==> config.mk <==
export PLATFORM = sky130hd
export DESIGN_NAME = ex_mem_pipe
export DESIGN_NICKNAME = d
export VERILOG_FILES = /design/src/rtl/ex_mem_pipe.sv
export SDC_FILE = /design/constraint.sdc
export NUM_CORES = 1
export LEC_CHECK = 0
export CAP_MARGIN = 10
export CORE_AREA = 2 2 141 143
export CTS_BUF_LIST = sky130_fd_sc_hd__clkbuf_4
export DETAILED_ROUTE_END_ITERATION = 8
export DIE_AREA = 0 0 143 145
export GPL_ROUTABILITY_DRIVEN = 0
export HOLD_SLACK_MARGIN = 0.08
export SETUP_SLACK_MARGIN = 0.02
export SYNTH_ARGS = -nofsm -noshare
export SYNTH_HDL_FRONTEND = slang
export SYNTH_SLANG_ARGS = --single-unit
==> constraint.sdc <==
create_clock -name clk -period 2.35 [get_ports clk]
set_clock_uncertainty 0.1 [all_clocks]
set_input_delay 0.47 -clock clk [delete_from_list [all_inputs] [get_ports clk]]
set_output_delay 0.47 -clock clk [all_outputs]
set_load 0.01 [all_outputs]
==> src/rtl/ex_mem_pipe.sv <==
// EX/MEM pipeline register with bubble insertion, flush and a saturating bubble counter.
// Optional multi-cycle accumulate feedback path is enabled by defining EX_MEM_MADD_EN.
module ex_mem_pipe #(
  parameter int DATA_W  = 32,
  parameter int RADDR_W = 5,
  parameter int CNT_W   = 16
) (
  input  logic                clk,
  input  logic                rst,
  input  logic [5:0]          stall,
  input  logic                flush,
  input  logic                ex_valid,
  input  logic [RADDR_W-1:0]  ex_wd,
  input  logic [DATA_W-1:0]   ex_wdata,
  input  logic                ex_wreg,
  input  logic                ex_whilo,
  input  logic [DATA_W-1:0]   ex_hi,
  input  logic [DATA_W-1:0]   ex_lo,
  input  logic [2*DATA_W-1:0] hilo_temp_i,
  input  logic [1:0]          cnt_i,
  output logic                mem_valid,
  output logic [RADDR_W-1:0]  mem_wd,
  output logic [DATA_W-1:0]   mem_wdata,
  output logic                mem_wreg,
  output logic                mem_whilo,
  output logic [DATA_W-1:0]   mem_hi,
  output logic [DATA_W-1:0]   mem_lo,
  output logic [2*DATA_W-1:0] hilo_temp_o,
  output logic [1:0]          cnt_o,
  output logic [CNT_W-1:0]    bubble_cnt
);

  localparam logic [CNT_W-1:0] BC_MAX = '1;

  logic ex_stall;
  logic mem_stall;
  logic bubble;

  assign ex_stall  = stall[3];
  assign mem_stall = stall[4];
  assign bubble    = ex_stall & ~mem_stall;

  // Only EX and MEM stall bits matter to this stage
  logic unused_stall;
  assign unused_stall = ^{stall[5], stall[2:0]};

  always_ff @(posedge clk) begin
    if (!rst) begin
      mem_valid  <= 1'b0;
      mem_wd     <= '0;
      mem_wdata  <= '0;
      mem_wreg   <= 1'b0;
      mem_whilo  <= 1'b0;
      mem_hi     <= '0;
      mem_lo     <= '0;
      bubble_cnt <= '0;
    end else if (flush) begin
      mem_valid  <= 1'b0;
      mem_wd     <= '0;
      mem_wdata  <= '0;
      mem_wreg   <= 1'b0;
      mem_whilo  <= 1'b0;
      mem_hi     <= '0;
      mem_lo     <= '0;
    end else if (bubble) begin
      mem_valid  <= 1'b0;
      mem_wd     <= '0;
      mem_wdata  <= '0;
      mem_wreg   <= 1'b0;
      mem_whilo  <= 1'b0;
      mem_hi     <= '0;
      mem_lo     <= '0;
      if (bubble_cnt != BC_MAX)
        bubble_cnt <= bubble_cnt + CNT_W'(1);
    end else if (!ex_stall) begin
      mem_valid  <= ex_valid;
      mem_wd     <= ex_wd;
      mem_wdata  <= ex_wdata;
      mem_wreg   <= ex_wreg & ex_valid;
      mem_whilo  <= ex_whilo & ex_valid;
      mem_hi     <= ex_hi;
      mem_lo     <= ex_lo;
    end
  end

`ifdef EX_MEM_MADD_EN
  // Partial product survives only while EX is held by a bubble
  always_ff @(posedge clk) begin
    if (!rst || flush) begin
      hilo_temp_o <= '0;
      cnt_o       <= '0;
    end else if (bubble) begin
      hilo_temp_o <= hilo_temp_i;
      cnt_o       <= cnt_i;
    end else if (!ex_stall) begin
      hilo_temp_o <= '0;
      cnt_o       <= '0;
    end
  end
`else
  assign hilo_temp_o = '0;
  assign cnt_o       = '0;

  logic unused_madd;
  assign unused_madd = ^{hilo_temp_i, cnt_i};
`endif

endmodule
Yosys cells after proc, flatten, opt, wreduce, memory -nomap -nowiden --
Index checks and enable logic that the tools add are counted.
Storage, ports and cells: register bits after elaboration 120, output and inout bits 186, word-level logic and storage cells 18
Operators by class: add/subtract/negate cells 1, equal/unequal tests 1, bitwise gates (word level) 6, reduce and logical (&&, ||, !) cells 2
Operators with widths (count):
- 16-bit by 1-bit adder with 16-bit output (second input constant) | 1
- 16-bit inequality test (second input constant) | 1
- 1-bit bitwise AND | 3
- 1-bit NOT | 3
- 3-bit AND reduction | 1
- 3-bit OR reduction | 1

Logic depth before layout (Yosys ltp) --
depth after elaboration 3, gate-level depth with buffers 7, gate-level depth less buffers 5

Worst setup path after synthesis --
Ideal clock, no wire load.
path kind input port to flip-flop, start in stall[3], end reg bubble_cnt[8], library setup time 0.070 ns, data arrival time 2.033 ns, data required time 2.180 ns, path slack 0.147 ns, stages 6, path buffers 2, path through buf_2 -> or3b_1 -> buf_2 -> or3_4 -> or4_1 -> a21oi_1
On the way: cells in the longest elaborated chain, start to end 2
Ends and longest elaborated chain:
- from (decl) | RTL line 10 | input logic [5:0] stall,
- 1-bit bitwise AND | RTL line 41 | assign bubble = ex_stall & ~mem_stall;
- 3-bit AND reduction (no line)
- to (signal assigned) | RTL line 74 | bubble_cnt <= bubble_cnt + CNT_W'(1);
- to (decl) | RTL line 30 | output logic [CNT_W-1:0] bubble_cnt
No other way between the ends. A chain may end at the register's enable or synchronous reset.

Worst setup path after layout --
start reg bubble_cnt[6], end out bubble_cnt[6]
No word-level cell between the ends.

==> results.cfg <==
[setup_path]
start_kind = register
required_ns = 1.78
timing.critical_path.to_type = output pin
critical_path_peak_fanout = 8
critPathBufInv = 1
worst_path_max_delay_cell = sky130_fd_sc_hd__clkdlybuf4s50_1
worst-setup-path-type = reg2out
timing.critical_path.slowest_cell_delay_ns = 0.59
category_of_cells_accounting_for_the_largest_share_of_critical_path_delay = buffers and inverters
worst_ep_arrival_time_ns = 1.57
cell_chain_critical_path = clkdlybuf4s50_1

[synthesis]
ys_ff_latch = 120
syn-mean-instance-area_um2 = 9.79
post_synthesis_share_of_cell_area_spent_on_full_adders_half_adders_and_majority_gates_pct = 0.253
top_ff_cell_synth = sky130_fd_sc_hd__dfxtp_1
synth-edff-count = 0
netlist.area_leader.share_pct = 48.7
synth-async-reset-ratio_pct = 0
leading_cell_type_by_number_of_instances_after_synthesis = sky130_fd_sc_hd__dfxtp_1
yosys_warnings = 0
post_synth_most_frequent_cells = sky130_fd_sc_hd__dfxtp_1, sky130_fd_sc_hd__nor2_1, sky130_fd_sc_hd__mux2i_1
yosys-mux-area-fraction_pct = 20.7
netlist-cell-type-count = 33
netlist_top_cells_area = sky130_fd_sc_hd__dfxtp_1, sky130_fd_sc_hd__mux2i_1, sky130_fd_sc_hd__buf_4
synth_largest_area_cell = sky130_fd_sc_hd__dfxtp_1
xor_xnor_cell_area_share_of_the_yosys_netlist_pct = 0
main_combinational_cell_family_by_area_after_synthesis = multiplexers
netlist_instances = 504
mappedNetlistArea_mm2 = 0.00494
synth_simple_gate_area_share_pct = 13.8
synth_sequential_area_ratio_pct = 48.7
synth_compound_gate_area_share_pct = 4.13

[timing]
fmax_mhz = 466
post-route-period-util_pct = 91.2
unrepaired_setup_endpoints_after_global_routing = no
final.min_clock_period_ns = 2.14
report.final.setup_viol = 0
relSlewSlack_pct = 48.8
tightest_slew_ns = 0.768
maxSlewViolCount = 0
finalHoldViolCount = 0

[power]
leak_pwr_nw = 3.07
netSwitchingPower_mw = 1.13
power.switching_fraction_pct = 26.9
seqPwrFrac_pct = 50.1
cell_pwr_density_mw_per_mm2 = 551
power.share.combinational_pct = 13.9
power_report.internal_total_mw = 3.08
pwr-share-clk_pct = 35.9
vdd_ir_drop_max_mv = 0.299

[floorplanning]
dieHeight_um = 145
die_w_um = 143
io_pins = 365
placementRows = 51
dieArea_mm2 = 0.0207
core_area_mm2 = 0.0192
initial_utilization_pct = 25.7

[final_layout]
postLayoutCellArea_mm2 = 0.00763
antenna_diode_count = 0
layout.cells.non_filler = 1014
final_layout_size_suffix_gt1_share_pct = 6.41
design.final.nets = 916
area_growth_syn_to_layout_pct = 54.6

[cts]
hold_buffers = 0
clkLatencyLatePin_ns = 0.51
cts_tree = built
post_cts_resized = 0
cts_sinks = 120
maximum_number_of_buffers_from_clock_root_to_sink = 2
cts-buffers-inserted = 17
path_clk_slew_ns = 0.12
cts_setup_buffers = 0
cts.root.buffer_cell = sky130_fd_sc_hd__clkbuf_4
htree_num_levels = 4

[min_path]
class_of_the_tightest_hold_or_removal_check = in2reg

[flow_run]
maxCapViolations = 0

[outcome]
status = finished, final reports clean

[placed_design]
io_buffers = 228
hpwl_um = 9330
place_area_mm2 = 0.00735
dpl.cell_count = 982

[routing]
drt_iter0_markers = 91
routed-via-count = 4064
ant_nets = 0
drc_errors = 0
wl_per_cell_um = 13.0
postRouteWirelength_um = 13100
avgViaCountPerCell = 4.01
total_iterations_of_the_first_detailed_routing_run = 6

[grt]
grtUsageTotal_pct = 12.5
vias_in_the_first_global_route = 4033
number_of_antenna_violations_at_the_first_check_in_global_routing = 0
grt_first_pass_wirelength_um = 20500
grt_start_max_net_pins = 102
globalRoute.totalOverflow = 0
## cells by family after synthesis
family | after synthesis
AO/OA/AOI/OAI | 34
flip-flops | 120
adder cells (fa/ha/maj) | 1
other | 1
buffers and inverters | 96
AND/OR/NAND/NOR | 150
multiplexers | 102
## power by group through the flow
| stage | sequential [mW] | combinational, mW | clock, mW |
|---|---|---|---|
| 6_report | 2.11 | 0.585 | 1.51 |
| 5_1_grt | 2.12 | 0.635 | 1.68 |
| 3_5_place_dp | 2.15 | 0.589 | 0 |
| 4_1_cts | 2.11 | 0.591 | 1.60 |
| 2_1_floorplan | 2.18 | 0.316 | 0 |
| 3_3_place_gp | 2.15 | 0.590 | 0 |
## sequential cells by signal (all words and copies together) (netlist names)
name / cells
mem_lo: 32
mem_valid: 1
bubble_cnt: 16
mem_wd: 5
mem_wdata: 32
mem_hi: 32
mem_wreg: 1
mem_whilo: 1
## metrics by stage
step / power [mW] / setup WS, ns / util [%] / TNS [ns] / hold slack (ns)
final: 4.20 / 0.206 / 39.7 / 0 / 0.306
after global routing: 4.43 / 0.0358 / 39.7 / 0 / 0.268
after CTS: 4.30 / 0.130 / 39.7 / 0 / 0.258
after detailed placement: 2.74 / -0.108 / 38.2 / -0.117 / 0.384
after global placement: 2.74 / -0.0975 / 38.2 / -0.102 / 0.372
after floorplan: 2.49 / 0.147 / - / 0 / 0.408
## routing by layer
metal | wire length, µm | vias to the layer above | global-route usage (%)
met5 | 0 | - | 0
met4 | 99 | 0 | 3.71
met3 | 1660 | 6 | 7.92
met2 | 6030 | 192 | 20.2
met1 | 5360 | 1821 | 13.4
li1 | - | 2045 | -
## placed cells by master (no fill, tap or decap), types with 9 or more instances in the layout
master / netlist / layout
sky130_fd_sc_hd__a21oi_1: 16 / 16
sky130_fd_sc_hd__buf_4: 66 / 10
sky130_fd_sc_hd__clkbuf_4: 0 / 18
sky130_fd_sc_hd__clkdlybuf4s50_1: 0 / 227
sky130_fd_sc_hd__conb_1: 1 / 66
sky130_fd_sc_hd__dfxtp_1: 120 / 120
sky130_fd_sc_hd__mux2i_1: 102 / 102
sky130_fd_sc_hd__nand2_1: 9 / 9
sky130_fd_sc_hd__nor2_1: 104 / 104
sky130_fd_sc_hd__o31ai_1: 10 / 10
sky130_fd_sc_hd__or4_1: 9 / 9
## area by class of cell
cell class                      count  area, µm²
Timing Repair Buffer              241       2420
Multi-Input combinational cell    353       2180
Clock buffer                       18        135
Sequential cell                   120       2400
Tap cell                          265        332
Clock inverter                     14        148
Inverter                            3       11.3
Fill cell                        1916      11600
## worst paths after layout
path | startpoint | depth (start not counted) | end | slack (ns)
worst max-delay path | bubble_cnt[6]$_SDFFE_PN0P_ | 1 | bubble_cnt[6] | 0.21
worst min-delay path | stall[3] | 4 | mem_lo[10]$_SDFFE_PP0N_ | 0.31
worst max register to register | bubble_cnt[0]$_SDFFE_PN0P_ | 5 | bubble_cnt[8]$_SDFFE_PN0P_ | 0.35
worst min register to register | mem_wdata[16]$_SDFFE_PP0N_ | 2 | mem_wdata[16]$_SDFFE_PP0N_ | 0.40
No activity file was read; power rests on OpenSTA's default activity.
